File: config.mk
export PLATFORM = sky130hd
export DESIGN_NAME = traffic_injector_flat
export DESIGN_NICKNAME = d
export VERILOG_FILES = /design/src/rtl/traffic_injector_if.sv /design/src/rtl/traffic_injector.sv /design/src/flat_wrapper.sv
export SDC_FILE = /design/constraint.sdc
export NUM_CORES = 1
export LEC_CHECK = 0
export CORE_MARGIN = 4
export CORE_UTILIZATION = 50
export CTS_CLUSTER_DIAMETER = 60
export DETAILED_ROUTE_END_ITERATION = 6
export GPL_TIMING_DRIVEN = 0
export PLACE_DENSITY = 0.87
export SLEW_MARGIN = 20
export SYNTH_ARGS = -nofsm -noshare
export SYNTH_HDL_FRONTEND = slang
export SYNTH_SLANG_ARGS = --single-unit
File: constraint.sdc
create_clock -name clk -period 2.9 [get_ports clk]
set_clock_uncertainty 0.1 [all_clocks]
set_input_delay 0.435 -clock clk [delete_from_list [all_inputs] [get_ports clk]]
set_output_delay 0.435 -clock clk [all_outputs]
set_load 0.01 [all_outputs]
File: src/rtl/traffic_injector_if.sv
// ============================================================================
// traffic_injector_if : local-port Req/Gnt/Full handshake bundle to a router
// Rev 1.0
// ============================================================================
`default_nettype none

interface traffic_injector_if #(
  parameter int dataWidth = 32
);
  logic [dataWidth-1:0] PacketOut;
  logic                 ReqDnStr;
  logic                 DnStrFull;
  logic                 GntDnStr;

  modport master (
    output PacketOut,
    output ReqDnStr,
    input  DnStrFull,
    input  GntDnStr
  );

  modport slave (
    input  PacketOut,
    input  ReqDnStr,
    output DnStrFull,
    output GntDnStr
  );
endinterface

`default_nettype wire

File: src/rtl/traffic_injector.sv
// ============================================================================
// traffic_injector : paced packet source for a router Local input port
// Rev 1.0
// ============================================================================
`default_nettype none

module traffic_injector #(
  parameter logic [5:0] routerID    = 6'b000_000,
  parameter logic [5:0] ModuleID    = 6'b000_000,
  parameter int         dataWidth   = 32,
  parameter int         dim         = 4,
  parameter int         DEST_MODE   = 0,
  parameter logic [5:0] FIXED_DEST  = 6'b000_001,
  parameter int         GAP         = 4,
  parameter int         NUM_PACKETS = 16
) (
  input  wire logic          clk,
  input  wire logic          reset,
  input  wire logic          Enable,
  traffic_injector_if.master dn,
  output logic [15:0]        PacketsSent,
  output logic               Done
);

  localparam int          c_GAP_W    = (GAP < 1) ? 1 : $clog2(GAP + 1);
  localparam logic [2:0]  c_LAST     = 3'(dim - 1);
  localparam logic [15:0] c_NUM      = 16'(NUM_PACKETS);
  localparam logic        c_NUM_EN   = (NUM_PACKETS > 0);
  localparam logic        c_HAS_PEER = (DEST_MODE == 0) || (dim > 1);

  // Walk the mesh x-major: y runs fastest, both wrap at dim-1.
  function automatic logic [5:0] f_step(input logic [5:0] n);
    logic [5:0] r;
    r = n;
    if (n[2:0] == c_LAST) begin
      r[2:0] = 3'd0;
      r[5:3] = (n[5:3] == c_LAST) ? 3'd0 : n[5:3] + 3'd1;
    end else begin
      r[2:0] = n[2:0] + 3'd1;
    end
    return r;
  endfunction

  function automatic logic [5:0] f_next(input logic [5:0] n);
    logic [5:0] r;
    r = f_step(n);
    if (r == routerID) r = f_step(r);
    return r;
  endfunction

  localparam logic [5:0] c_RR_FIRST = (routerID == 6'd0) ? f_step(6'd0) : 6'd0;

  typedef enum logic [1:0] {
    S_IDLE = 2'd0,
    S_REQ  = 2'd1,
    S_GAP  = 2'd2
  } state_t;

  state_t               r_state;
  state_t               w_state_nxt;
  logic [9:0]           r_pkt_id;
  logic [5:0]           r_rr;
  logic [c_GAP_W-1:0]   r_gap_cnt;
  logic [dataWidth-1:0] r_pkt;
  logic [15:0]          r_sent;
  logic                 r_done;
  logic                 w_start;
  logic                 w_grant;
  logic                 w_can_start;
  logic [5:0]           w_dest;
  logic [15:0]          w_sent_inc;
  logic [dataWidth-1:0] w_pkt;

  assign w_can_start = Enable && !r_done && !dn.DnStrFull && c_HAS_PEER;
  assign w_dest      = (DEST_MODE == 1) ? r_rr : FIXED_DEST;
  assign w_sent_inc  = (r_sent == 16'hFFFF) ? r_sent : r_sent + 16'd1;

  always_comb begin
    w_pkt       = '0;
    w_pkt[21:0] = {w_dest, r_pkt_id, ModuleID};
  end

  // The final gap cycle doubles as IDLE so Req stays low exactly GAP+1 cycles.
  always_comb begin
    w_state_nxt = r_state;
    w_start     = 1'b0;
    w_grant     = 1'b0;
    case (r_state)
      S_IDLE: begin
        if (w_can_start) begin
          w_start     = 1'b1;
          w_state_nxt = S_REQ;
        end
      end
      S_REQ: begin
        if (dn.GntDnStr) begin
          w_grant     = 1'b1;
          w_state_nxt = S_GAP;
        end
      end
      S_GAP: begin
        if (r_gap_cnt == '0) begin
          if (w_can_start) begin
            w_start     = 1'b1;
            w_state_nxt = S_REQ;
          end else begin
            w_state_nxt = S_IDLE;
          end
        end
      end
      default: w_state_nxt = S_IDLE;
    endcase
  end

  always_ff @(posedge clk or posedge reset) begin
    if (reset) begin
      r_state   <= S_IDLE;
      r_pkt     <= '0;
      r_pkt_id  <= '0;
      r_rr      <= c_RR_FIRST;
      r_gap_cnt <= '0;
      r_sent    <= '0;
      r_done    <= 1'b0;
    end else begin
      r_state <= w_state_nxt;
      if (w_start) r_pkt <= w_pkt;
      if (w_grant) begin
        r_pkt_id  <= r_pkt_id + 10'd1;
        r_rr      <= f_next(r_rr);
        r_gap_cnt <= c_GAP_W'(GAP);
        r_sent    <= w_sent_inc;
        if (c_NUM_EN && (w_sent_inc == c_NUM)) r_done <= 1'b1;
      end else if ((r_state == S_GAP) && (r_gap_cnt != '0)) begin
        r_gap_cnt <= r_gap_cnt - c_GAP_W'(1);
      end
    end
  end

  assign dn.PacketOut = r_pkt;
  assign dn.ReqDnStr  = (r_state == S_REQ);
  assign PacketsSent  = r_sent;
  assign Done         = r_done;

endmodule

`default_nettype wire

File: src/flat_wrapper.sv
// flat-port wrapper written by rule: the top's interface ports become plain ports
module traffic_injector_flat 
#(
  parameter logic [5:0] routerID    = 6'b000_000,
  parameter logic [5:0] ModuleID    = 6'b000_000,
  parameter int         dataWidth   = 32,
  parameter int         dim         = 4,
  parameter int         DEST_MODE   = 0,
  parameter logic [5:0] FIXED_DEST  = 6'b000_001,
  parameter int         GAP         = 4,
  parameter int         NUM_PACKETS = 16
)
  (clk, reset, Enable, PacketsSent, Done, dn_PacketOut, dn_ReqDnStr, dn_DnStrFull, dn_GntDnStr);
  traffic_injector_if #(.dataWidth(dataWidth)) dn_i ();
  input  wire logic clk;
  input  wire logic reset;
  input  wire logic Enable;
  output logic [15:0] PacketsSent;
  output logic Done;
  output wire logic [$bits(dn_i.PacketOut)-1:0] dn_PacketOut;
  output wire logic [$bits(dn_i.ReqDnStr)-1:0] dn_ReqDnStr;
  input wire logic [$bits(dn_i.DnStrFull)-1:0] dn_DnStrFull;
  input wire logic [$bits(dn_i.GntDnStr)-1:0] dn_GntDnStr;
  assign dn_PacketOut = dn_i.PacketOut;
  assign dn_ReqDnStr = dn_i.ReqDnStr;
  assign dn_i.DnStrFull = dn_DnStrFull;
  assign dn_i.GntDnStr = dn_GntDnStr;
  traffic_injector #(.routerID(routerID), .ModuleID(ModuleID), .dataWidth(dataWidth), .dim(dim), .DEST_MODE(DEST_MODE), .FIXED_DEST(FIXED_DEST), .GAP(GAP), .NUM_PACKETS(NUM_PACKETS)) u_core (.clk(clk), .reset(reset), .Enable(Enable), .dn(dn_i), .PacketsSent(PacketsSent), .Done(Done));
endmodule
### Word-level counts from Yosys, hierarchy flattened

Cells that the tools add are included.

| cells by class | value |
|---|---|
| equality and inequality tests | 7 |
| reduce and logical (&&, ||, !) cells | 11 |
| add/subtract/negate cells | 3 |
| multiplexer cells | 13 |

Operators by type and width:

| kind | number |
|---|---|
| adder 16 x 1 -> 16 bit (second input constant) | 1 |
| == test 16 bit (second input constant) | 1 |
| == test 16 x 5 -> 1 bit (second input constant) | 1 |
| 2-to-1 mux 16 bit | 1 |
| adder 10 x 1 -> 10 bit (second input constant) | 1 |
| 2-to-1 mux 2 bit | 3 |
| 2-to-1 mux 3 bit | 2 |
| inequality test 2 x 1 -> 1 bit (second input constant) | 3 |
| case mux 2 bit (3 select lines) | 1 |
| 2-to-1 mux 1 bit | 5 |
| logical AND 1 bit | 3 |
| logical NOT 3 bit | 1 |
| AND reduction 3 bit | 1 |
| nonzero test 3 bit | 1 |
| subtractor 3 x 1 -> 3 bit (second input constant) | 1 |
| == test 2 x 1 -> 1 bit (second input constant) | 1 |
| == test 2 bit (second input constant) | 1 |
| logical NOT 1 bit | 2 |
| logical NOT 2 bit | 1 |
| case mux 1 bit (2 select lines) | 1 |
| AND reduction 2 bit | 1 |
| nonzero test 2 bit | 1 |

| storage, ports and cells | value |
|---|---|
| output and inout bits | 50 |
| bits of input ports | 5 |
| word-level logic and storage cells | 40 |
| flip-flop bits (word level) | 43 |

### Logic depth before layout (Yosys ltp)

Gate-level depths: netlist of run 1.

| depth | value |
|---|---|
| depth after elaboration | 6 |
| depth in mapped cells | 7 |
| mapped depth without buffers | 7 |

### Worst setup path after synthesis of run 1

OpenSTA, ideal clock, no wires.

| path | value |
|---|---|
| path kind | register to register |
| start point | reg u_core.r_gap_cnt[0] |
| end point | reg u_core.r_pkt[10], in the netlist u_core.dn.PacketOut[10] |
| data required time | 2.672 ns |
| path buffers | 1 |
| period minus slack after synthesis | 2.044 ns |
| stages on the path, launching flop included | 8 |
| library setup time | 0.128 ns |
| setup slack | 0.856 ns |
| arrival time | 1.816 ns |
| cell sequence | dfrtp_1 inv_1 ha_1 nor2b_1 nor3b_2 or4_1 buf_2 mux2_1 |

| on the way | value |
|---|---|
| cells in the longest elaborated chain, start to end | 3 |

Ends and longest elaborated chain:

| element | RTL line | RTL |
|---|---|---|
| start: declaration | traffic_injector.sv:63 | `logic [c_GAP_W-1:0] r_gap_cnt;` |
| start signal: assignment | traffic_injector.sv:130 | `r_gap_cnt <= c_GAP_W'(GAP);` |
| start signal: assignment | traffic_injector.sv:134 | `r_gap_cnt <= r_gap_cnt - c_GAP_W'(1);` |
| logical NOT 3 bit | traffic_injector.sv:102 | `if (r_gap_cnt == '0) begin` |
| 2-to-1 mux 1 bit | traffic_injector.sv:102 |  |
| case mux 1 bit (2 select lines) | traffic_injector.sv:88 | `case (r_state)` |
| end signal: assignment | traffic_injector.sv:126 | `if (w_start) r_pkt <= w_pkt;` |
| end: declaration | traffic_injector.sv:64 | `logic [dataWidth-1:0] r_pkt;` |

No other way between the ends.
A chain may end at the register's enable or synchronous reset.

### Final worst setup path of run 1

| path | value |
|---|---|
| start point | reg u_core.r_sent[0], in the netlist u_core.PacketsSent[0] |
| end point | reg u_core.r_done, in the netlist u_core.Done |

| on the way | value |
|---|---|
| cells in the longest elaborated chain, start to end | 4 |
| elaborated cells on any way between the ends | 5 |
| classes of those cells | add/sub: 1; eq/ne: 2; mux: 1; reduce/logical: 1 |

Ends and longest elaborated chain:

| element | RTL line | RTL |
|---|---|---|
| start: declaration | traffic_injector.sv:65 | `logic [15:0] r_sent;` |
| start signal: assignment | traffic_injector.sv:131 | `r_sent <= w_sent_inc;` |
| adder 16 x 1 -> 16 bit / == test 16 bit (equally long branches) | traffic_injector.sv:76 | `assign w_sent_inc = (r_sent == 16'hFFFF) ? r_sent : r_sent + 16'd1;` |
| 2-to-1 mux 16 bit (*) | traffic_injector.sv:76 |  |
| == test 16 x 5 -> 1 bit (*) | traffic_injector.sv:132 | `if (c_NUM_EN && (w_sent_inc == c_NUM)) r_done <= 1'b1;` |
| AND reduction 2 bit (no line) (*) | n/a |  |
| end signal: assignment | traffic_injector.sv:123 | `r_done <= 1'b0;` |
| end signal: assignment | traffic_injector.sv:132 |  |
| end: declaration | traffic_injector.sv:66 | `logic r_done;` |

Mark *: on every way between the ends. The rest lies on a longest branch, timed or not.

==> reports/results.tsv, run 1 <==
stage	metric	value	unit
cts	CTS Hold Bufs	0	
cts	Bufs on Longest Clock Path	2	
drt	drt wl/cell	13.3	um
setup_path	crit path from	u_core.PacketsSent[0]	
timing	Fin. Hold Viols	0	
synth	Mapped Area	2320	sq um
synth	Unique masters post-synth	44	
timing	RSZ-0062 raised after global routing	false	
setup_path	kind of critical path	reg2reg	
drt	# DRC	0	
cts	Clock Tree Root	clkbuf_8	
global_routing	vias in the first global route	1713	
placement	Buffers on Ports	33	
synth	Post-synth ARST share	100	%
synth	Main synth FF type	dfrtp_1	
setup_path	R2R Path Start	u_core.PacketsSent[0]	
drt	DRT antenna net count	0	
timing	fmax	431	MHz
floorplan	Die Y	76.2	um
layout	fin nets	299	
drt	first-pass iteration count of the detailed router	4	
hold_path	Hold WC Path Type	in2async	
layout	Ant. Diodes	0	
layout	Area Overhead vs Synth	25.1	%
floorplan	Top Ports	55	
synth	most frequent cell after synthesis	dfrtp_1	
global_routing	Total GRT Usage	16.2	%
flow_run	max_cap viols	0	
global_routing	initial antenna violation count	0	
cts	number of post-CTS setup repair buffers	0	
synth	syn avg cell area	10.1	sq um
setup_path	reg-to-reg critical path endpoint	u_core.Done	
placement	dpl ws	0.653	ns
layout	fillcell total	381	
layout	storage element area	1080	sq um
timing	final count of negative-setup-slack endpoints	0	
global_routing	first-pass GRT wire length	7700	um
drt	final wirelength	4550	um
synth	number of flops mapped to enable cells by yosys	0	
setup_path	Worst EP required	3.00	ns
placement	HPWL Detailed	3390	um
setup_path	Worst Setup EP	u_core.Done	
timing	Fin Setup TNS	0	ns
synth	cell taking the most area after synthesis	dfrtp_1	
cts	CTS tree	built	
synth	largest cells by area after synthesis	dfrtp_1, buf_4, xnor2_1, mux2_1, nand2_1	
synth	share of the synthesized area in the top cell type	46.3	%
cts	CTS Buf Count	5	
timing	final worst-path cycle share	80.0	%
cts	Post-CTS Resized	0	
timing	Final min period	2.32	ns
setup_path	CP Capture Type	flop	
setup_path	register-to-register setup slack	0.58	ns
outcome	status	completed	
synth	commonest cells in the netlist	dfrtp_1, nand2_1, buf_4	
power_and_ir_drop	maximum VDD drop	267	uV
layout	area of the multi-input gates	1090	sq um
setup_path	critical path peak fanout	7	
placement	gpl congestion	0.918	
synth	register bit total from synthesis	43	
setup_path	CP arrival	2.42	ns
cts	Worst-Skew Late Latency	0.31	ns
synth	YS warnings	0	
global_routing	largest net degree at the start of global routing	31	
power_and_ir_drop	Cell Pwr Density	408	nW/um^2
floorplan	Die Width	76.2	um
setup_path	Startpoint Class	flop	
timing	PnR worst setup slack	0.579	ns
global_routing	Remaining Overflow, GRT	0	
power_and_ir_drop	Leak Pwr	0.00140	uW
synth	Gate Count Post-Synth	229	
floorplan	Row Count	24	
drt	DR iter-0 viols	80	
synth	sequential area share after synthesis	46.3	%
cts	H-tree Lvls	2	
layout	ratio of cells with drive above 1 in the final layout	16.8	%
drt	detailed-route via count	1740	
setup_path	R2R depth	7	
floorplan	Die ar.	5800	sq um
floorplan	Core ar.	4410	sq um
cts	CTS sink count	43	
drt	vias per cell	5.07	
cts	Clock transition at path regs	0.09	ns
timing	Slew Viols, Final	0	
floorplan	initial core utilization	52.6	%
logic make-up after synthesis:
group / synth area share [%]
other cells: 0.161
simple gates: 20.5
mux: 5.76
compound gates: 5.49
fa+ha+maj: 2.15
xor+xnor: 9.80
flops: 46.3
buf+inv: 9.85
critical path, stage by stage (launching register included):
cell and delay (ns):
dfrtp_1 0.46, ha_1 0.36, nand3_1 0.13, nor2_1 0.36, a21oi_1 0.15, xnor2_1 0.20
o211ai_1 0.16, o41ai_2 0.31
routing by layer:
metal	vias to the layer above	GRT usage, %	wire length, um
li1	865	-	-
met1	819	19.9	2050
met2	45	26.5	2180
met3	11	4.02	225
met4	0	7.34	100
met5	-	0	0
layout by cell type (no fill, tap or decap), drive strengths merged, types with 9 or more instances in the layout:
cell type,netlist,routed
clkdlybuf4s50,0,33
mux2,11,11
buf,28,29
dfrtp,43,43
nor2,11,11
nand3,13,13
xor2,9,9
conb,1,21
nand2,23,23
xnor2,17,17
layout make-up:
cell class / count / area share [%]
multi-input combinational: 169 / 37.6
sequential: 43 / 37.0
timing repair buffer: 34 / 12.0
buffer: 29 / 6.84
clock buffer: 5 / 2.37
tap: 52 / 2.24
inverter: 8 / 1.03
clock inverter: 3 / 0.861
through the flow:
step	instances	instance area, sq um	utilization, %	hold slack [ns]	total power [uW]
6_report	343	2910	65.9	0.295	1190
5_1_grt	343	2910	65.9	0.314	1240
4_1_cts	343	2910	65.9	0.304	1200
3_5_place_dp	335	2810	63.7	0.379	799
2_1_floorplan	249	2400	-	0.342	763
3_3_place_gp	334	2790	63.3	0.354	787
flip-flops by register name (all words and copies together), names as in the netlist:
register and count:
u_core.PacketsSent 16, u_core.r_state 2, u_core.r_gap_cnt 3, u_core.r_pkt_id 10
u_core.Done 1, u_core.dn.PacketOut 11
power by group:
part	internal, uW	switching (uW)	leakage (uW)	total [uW]
sequential	627	20.0	0.000584	647
clock	172	229	0.0000443	402
combinational	67.9	70.5	0.000770	138
how the worst min path moves through the flow:
stage	slack (ns)	from	cells past startpoint	endpoint
2_1_floorplan	0.34	u_core.r_pkt_id[9]	1	u_core.r_pkt_id[9]
3_3_place_gp	0.35	u_core.dn.PacketOut[16]	1	u_core.dn.PacketOut[16]
3_5_place_dp	0.38	u_core.r_pkt_id[7]	1	u_core.r_pkt_id[7]
4_1_cts	0.30	reset	2	u_core.PacketsSent[6]
5_1_grt	0.31	reset	2	u_core.PacketsSent[6]
6_report	0.30	reset	2	u_core.PacketsSent[6]
No activity file was read; power rests on OpenSTA's default activity.
==> inputs of run 2 (changes only) <==
- CORE_UTILIZATION: 50 -> 45
- PLACE_DENSITY: 0.87 -> 0.83
- clock period: 2.9 -> 2.1 ns (I/O delays scaled with it)
==> run 2 against run 1 <==
Cell count rose by 5.5%. Total power rose by 48%. Clock power rose by 63%. Final area rose by 4.5%. Combinational power rose by 49%.
==> reports/results.tsv, run 2 (synthesized netlist as in run 1, its figures left out) <==
stage	metric	value	unit	change
outcome	status	completed		
setup_path	Startpoint Class	flop		
layout	Area Overhead vs Synth	30.7	%	
layout	fillcell total	426		+12%
setup_path	Slowest-stage cell, CP	dfrtp_1		
global_routing	met3 usage	3.84	%	-0.18 points
drt	first-pass iteration count of the detailed router	4		unchanged
placement	Post-DP Area	2830	sq um	+0.67%
global_routing	largest net degree at the start of global routing	28		-9.7%
cts	Clock Tree Root	clkbuf_8		
layout	Final Cell Area	3040	sq um	+4.5%
cts	H-tree Lvls	2		unchanged
cts	CTS sink count	43		unchanged
layout	max reg flops	16		unchanged
placement	gpl congestion	0.892		-2.8%
setup_path	most used cell, CP	nand4_1		
setup_path	CP Capture Type	flop		
timing	fmax	486	MHz	+13%
global_routing	met2 Usage GRT	27.7	%	+1.2 points
layout	fin nets	303		+1.3%
global_routing	GRT busiest layer	met2		
global_routing	vias in the first global route	1791		+4.6%
cts	Bufs on Longest Clock Path	2		unchanged
drt	vias per cell	4.97		-2.0%
setup_path	CP arrival	2.15	ns	-0.27 ns
setup_path	Worst EP required	2.20	ns	-0.80 ns
placement	HPWL Detailed	3610	um	+6.4%
drt	DR iter-0 viols	59		-26%
drt	# DRC	0		unchanged
global_routing	initial antenna violation count	0		unchanged
cts	Clock transition at path regs	0.09	ns	about the same
global_routing	Remaining Overflow, GRT	0		unchanged
drt	DRT antenna net count	0		unchanged
setup_path	kind of critical path	reg2reg		
global_routing	first-pass GRT wire length	8260	um	+7.3%
timing	RSZ-0062 raised after global routing	true		
cts	CTS Hold Bufs	0		unchanged
floorplan	Die ar.	6380	sq um	+9.9%
floorplan	Die Width	79.9	um	+4.8%
global_routing	Total GRT Usage	16.8	%	+0.67 points
placement	Buffers on Ports	33		unchanged
cts	Worst-Skew Late Latency	0.31	ns	about the same
floorplan	initial core utilization	47.9	%	-4.7 points
cts	CTS Buf Count	5		unchanged
layout	Ant. Diodes	0		unchanged
layout	most common cell after layout, fill and taps aside	dfrtp_1		
setup_path	crit path cell chain	buf_6 -> nand4_1 -> or2_4 -> nor3_2 -> xnor2_1 -> nand4_1 -> o41ai_2		
drt	drt wl/cell	13.8	um	+4.1%
timing	Slew Viols, Final	0		unchanged
placement	dpl ws	-0.159	ns	-0.812 ns
cts	CTS tree	built		
floorplan	Top Ports	55		unchanged
hold_path	Hold WC Path Type	in2async		
timing	final worst-path cycle share	98.0	%	+18 points
setup_path	worst stage delay on the critical path	0.37	ns	-0.09 ns
power_and_ir_drop	Leak Pwr	0.00143	uW	+2.2%
setup_path	critical path peak fanout	7		unchanged
flow_run	max_cap viols	0		unchanged
setup_path	R2R depth	7		unchanged
drt	final wirelength	5000	um	+9.9%
floorplan	Die Y	79.9	um	+4.8%
floorplan	Core ar.	4850	sq um	+9.8%
drt	detailed-route via count	1800		+3.4%
timing	Final min period	2.06	ns	-0.262 ns
timing	PnR worst setup slack	0.0418	ns	-0.538 ns
timing	Fin. Hold Viols	0		unchanged
layout	commonest cells after routing, fill and taps aside	dfrtp_1, clkdlybuf4s50_1, buf_4, nand2_1, conb_1		
timing	final count of negative-setup-slack endpoints	0		unchanged
power_and_ir_drop	Cell Pwr Density	578	nW/um^2	+42%
global_routing	routing usage on met1	21.2	%	+1.3 points
power_and_ir_drop	maximum VDD drop	466	uV	+75%
floorplan	Row Count	25		+4.2%
layout	ratio of cells with drive above 1 in the final layout	22.7	%	+5.9 points
layout	area of the multi-input gates	1130	sq um	+3.7%
layout	storage element area	1080	sq um	+0.70%
layout	post-layout util	62.7	%	-3.2 points
==> run 2: cell count changes in the layout (fill, tap and decap cells not counted), moves of 2 or more <==
cell | previous run | this run
nor2_1 | 11 | 9
buf_4 | 22 | 27
buf_2 | 6 | 3
dfrtp_2 | 0 | 6
buf_6 | 0 | 2
dfrtp_1 | 43 | 37
==> run 2: final timing paths <==
check	start	end	slack, ns
worst max-delay path	u_core.PacketsSent[2]	u_core.Done	0.04
worst min-delay path	reset	u_core.r_pkt_id[9]	0.22
worst max register to register	u_core.PacketsSent[2]	u_core.Done	0.04
worst min register to register	u_core.r_pkt_id[9]	u_core.r_pkt_id[9]	0.38
max in group asynchronous	reset	u_core.PacketsSent[8]	1.19
min in group clk	u_core.r_pkt_id[9]	u_core.r_pkt_id[9]	0.38
==> run 2: power breakdown <==
| part | switching, uW | internal, uW | total [uW] |
|---|---|---|---|
| logic | 103 | 102 | 206 |
| clock network | 300 | 354 | 655 |
| registers | 28.8 | 867 | 896 |
==> run 2: area by class of cell <==
class                   instances  area share (%)
clock buffers                   5            2.27
well taps                      67            2.76
flip-flops and latches         43            35.7
clock inverters                 3            1.44
inverters                       8           0.988
repair buffers                 39            12.8
multi-input cells             169            37.3
plain buffers                  28            6.80
==> run 2: worst max-delay path, delay by kind of cell, from the launching register on <==
family | cells | cell delay (ns)
DFF | 1 | 0.37
AOI/OAI and AO/OA | 1 | 0.34
and+or+nand+nor | 4 | 0.86
buffers and inverters | 1 | 0.13
xor gates and xnor gates | 1 | 0.15
==> run 2: metal layers <==
layer | wire (um) | vias to the layer above
met4 | 95 | 0
li1 | - | 871
met1 | 2120 | 862
met3 | 245 | 12
met5 | 0 | -
met2 | 2540 | 55
==> run 2: per-stage QoR <==
step / setup TNS (ns) / std cells / power [uW] / hold slack (ns)
2_1_floorplan: 0 / 249 / 1050 / 0.322
3_3_place_gp: -6.73 / 349 / 1090 / 0.354
3_5_place_dp: -0.927 / 350 / 1100 / 0.367
4_1_cts: 0 / 358 / 1750 / 0.229
5_1_grt: -0.0616 / 362 / 1830 / 0.234
6_report: 0 / 362 / 1760 / 0.217
==> run 2: repair_timing <==
action / CTS / global route
resized for setup: 6 / 18
setup endpoints to repair: 9 / 9
endpoints found under the hold margin: 0 / 0
pin swaps: 0 / 4
buffers inserted: 0 / 5
==> inputs of run 3 (changes only) <==
- CORE_UTILIZATION: 45 -> 53
- PLACE_DENSITY: 0.83 -> 0.91
- clock period: 2.1 -> 2.46 ns (I/O delays scaled with it)
==> run 3 against run 2 <==
Largest cell class unchanged. Total power down 10%. Highest routed layer unchanged. Critical endpoint unchanged. Final area down 3.0%. Sequential power down 15%. Cell count down 5.8%. Sequential cell count unchanged. Critical path depth unchanged.
==> reports/results.tsv, run 3 (synthesized netlist as in run 1, its figures left out) <==
stage	metric	value	unit	change
drt	DRT antenna net count	0		unchanged
drt	first-pass iteration count of the detailed router	4		unchanged
timing	final worst-path cycle share	90.6	%	-7.4 points
floorplan	Die Y	74.2	um	-7.1%
drt	final wirelength	4630	um	-7.4%
timing	Fin Setup TNS	0	ns	unchanged
floorplan	Core ar.	4120	sq um	-15%
cts	H-tree Lvls	2		unchanged
floorplan	initial core utilization	56.5	%	+8.5 points
layout	max reg flops	16		unchanged
timing	Final min period	2.23	ns	+0.170 ns
cts	Clock Tree Root	clkbuf_8		
global_routing	Total GRT Usage	18.9	%	+2.1 points
placement	Buffers on Ports	33		unchanged
layout	fillcell total	315		-26%
floorplan	Die Width	74.2	um	-7.1%
global_routing	vias in the first global route	1696		-5.3%
layout	ratio of cells with drive above 1 in the final layout	16.8	%	-5.9 points
floorplan	Die ar.	5510	sq um	-14%
cts	CTS Hold Bufs	0		unchanged
layout	commonest cells after routing, fill and taps aside	dfrtp_1, clkdlybuf4s50_1, nand2_1, buf_4, conb_1		
power_and_ir_drop	Leak Pwr	0.00142	uW	-0.64%
setup_path	reg-to-reg critical path endpoint	u_core.Done		
global_routing	initial antenna violation count	0		unchanged
layout	most common cell after layout, fill and taps aside	dfrtp_1		
global_routing	Remaining Overflow, GRT	0		unchanged
timing	Fin. Hold Viols	0		unchanged
power_and_ir_drop	maximum VDD drop	448	uV	-3.8%
layout	Ant. Diodes	0		unchanged
setup_path	Worst EP required	2.55	ns	+0.35 ns
global_routing	largest net degree at the start of global routing	34		+21%
floorplan	Row Count	23		-8.0%
flow_run	max_cap viols	0		unchanged
setup_path	register-to-register setup slack	0.23	ns	+0.19 ns
setup_path	R2R depth	7		unchanged
setup_path	critical path peak fanout	7		unchanged
cts	CTS Buf Count	5		unchanged
drt	detailed-route via count	1756		-2.4%
setup_path	CP arrival	2.32	ns	+0.17 ns
power_and_ir_drop	Final Total Pwr	1570	uW	-10%
cts	CTS sink count	43		unchanged
cts	Worst-Skew Late Latency	0.30	ns	about the same
timing	final hold slack	0.221	ns	+0.00342 ns
setup_path	Startpoint Class	flop		
timing	final count of negative-setup-slack endpoints	0		unchanged
cts	CTS tree	built		
cts	Clock transition at path regs	0.08	ns	about the same
placement	HPWL Detailed	3530	um	-2.3%
layout	Area Overhead vs Synth	26.8	%	
setup_path	kind of critical path	reg2reg		
timing	RSZ-0062 raised after global routing	false		
drt	# DRC	0		unchanged
placement	gpl congestion	0.898		+0.67%
layout	fin nets	299		-1.3%
cts	Bufs on Longest Clock Path	2		unchanged
hold_path	Hold WC Path Type	in2async		
drt	drt wl/cell	13.6	um	-1.7%
timing	Slew Viols, Final	0		unchanged
timing	fmax	449	MHz	-7.6%
outcome	status	completed		
setup_path	R2R Path Start	u_core.PacketsSent[0]		
floorplan	Top Ports	55		unchanged
power_and_ir_drop	Cell Pwr Density	534	nW/um^2	-7.6%
drt	DR iter-0 viols	153		+160%
global_routing	first-pass GRT wire length	7920	um	-4.1%
setup_path	CP Capture Type	flop		
drt	vias per cell	5.15		+3.6%
==> run 3: cell types whose count changed in the layout (fill, tap and decap cells not counted), moves of 2 or more <==
| cell | change |
|---|---|
| buf_6 | -2 |
| dfrtp_1 | +6 |
| buf_4 | -5 |
| buf_2 | +3 |
| dfrtp_2 | -6 |
==> run 3: worst max path at each step <==
stage | slack, ns | depth (start not counted) | end | startpoint
2_1_floorplan | 0.42 | 7 | u_core.dn.PacketOut[10] | u_core.r_gap_cnt[0]
3_3_place_gp | 0.18 | 2 | u_core.PacketsSent[4] | reset
3_5_place_dp | 0.22 | 7 | u_core.Done | u_core.PacketsSent[0]
4_1_cts | 0.19 | 7 | u_core.Done | u_core.PacketsSent[0]
5_1_grt | 0.09 | 7 | u_core.Done | u_core.PacketsSent[0]
6_report | 0.23 | 7 | u_core.Done | u_core.PacketsSent[0]
==> run 3: critical path, cell delays in order, from the launching register on <==
cell	delay (ns)
dfrtp_1	0.44
ha_1	0.35
nand3_1	0.16
or2_1	0.30
nor3_1	0.22
xnor2_1	0.15
nand4_1	0.14
o41ai_2	0.27
==> run 3: final cells by class <==
| cell class | count | area, sq um | area share, % |
|---|---|---|---|
| clock inverters | 2 | 60.1 | 2.04 |
| multi-input cells | 169 | 1100 | 37.2 |
| plain buffers | 29 | 199 | 6.75 |
| repair buffers | 34 | 350 | 11.9 |
| flip-flops and latches | 43 | 1080 | 36.5 |
| inverters | 8 | 30.0 | 1.02 |
| well taps | 50 | 62.6 | 2.12 |
| clock buffers | 6 | 72.6 | 2.46 |
==> run 3: timing repair <==
action | 4_1_cts | 5_1_grt
buffers inserted | 0 | 0
setup endpoints to repair | 0 | 1
gates resized for setup | 0 | 1
==> run 3: through the flow <==
stage / setup WS (ns) / util [%] / cell area [sq um] / instances
floorplan: 0.416 / - / 2400 / 249
global placement: 0.176 / 67.8 / 2790 / 332
detailed placement: 0.220 / 68.3 / 2810 / 333
CTS: 0.195 / 71.5 / 2940 / 341
global route: 0.0931 / 71.6 / 2950 / 341
finish: 0.232 / 71.6 / 2950 / 341
==> run 3: metal layers <==
| layer | up-vias | share of wire [%] | wire, um | GRT usage [%] |
|---|---|---|---|---|
| met2 | 66 | 45 | 2100 | 27.4 |
| met3 | 8 | 7.3 | 338 | 5.27 |
| li1 | 861 | - | - | - |
| met5 | - | 0 | 0 | 0 |
| met1 | 821 | 45 | 2110 | 27.4 |
| met4 | 0 | 1.9 | 89 | 6.52 |
==> run 3: report_power, final <==
| part | leakage (uW) | total [uW] | switching [uW] | internal (uW) |
|---|---|---|---|---|
| Sequential | 0.000584 | 765 | 25.5 | 740 |
| Combinational | 0.000770 | 161 | 81.4 | 79.4 |
| Clock | 0.0000654 | 648 | 242 | 406 |
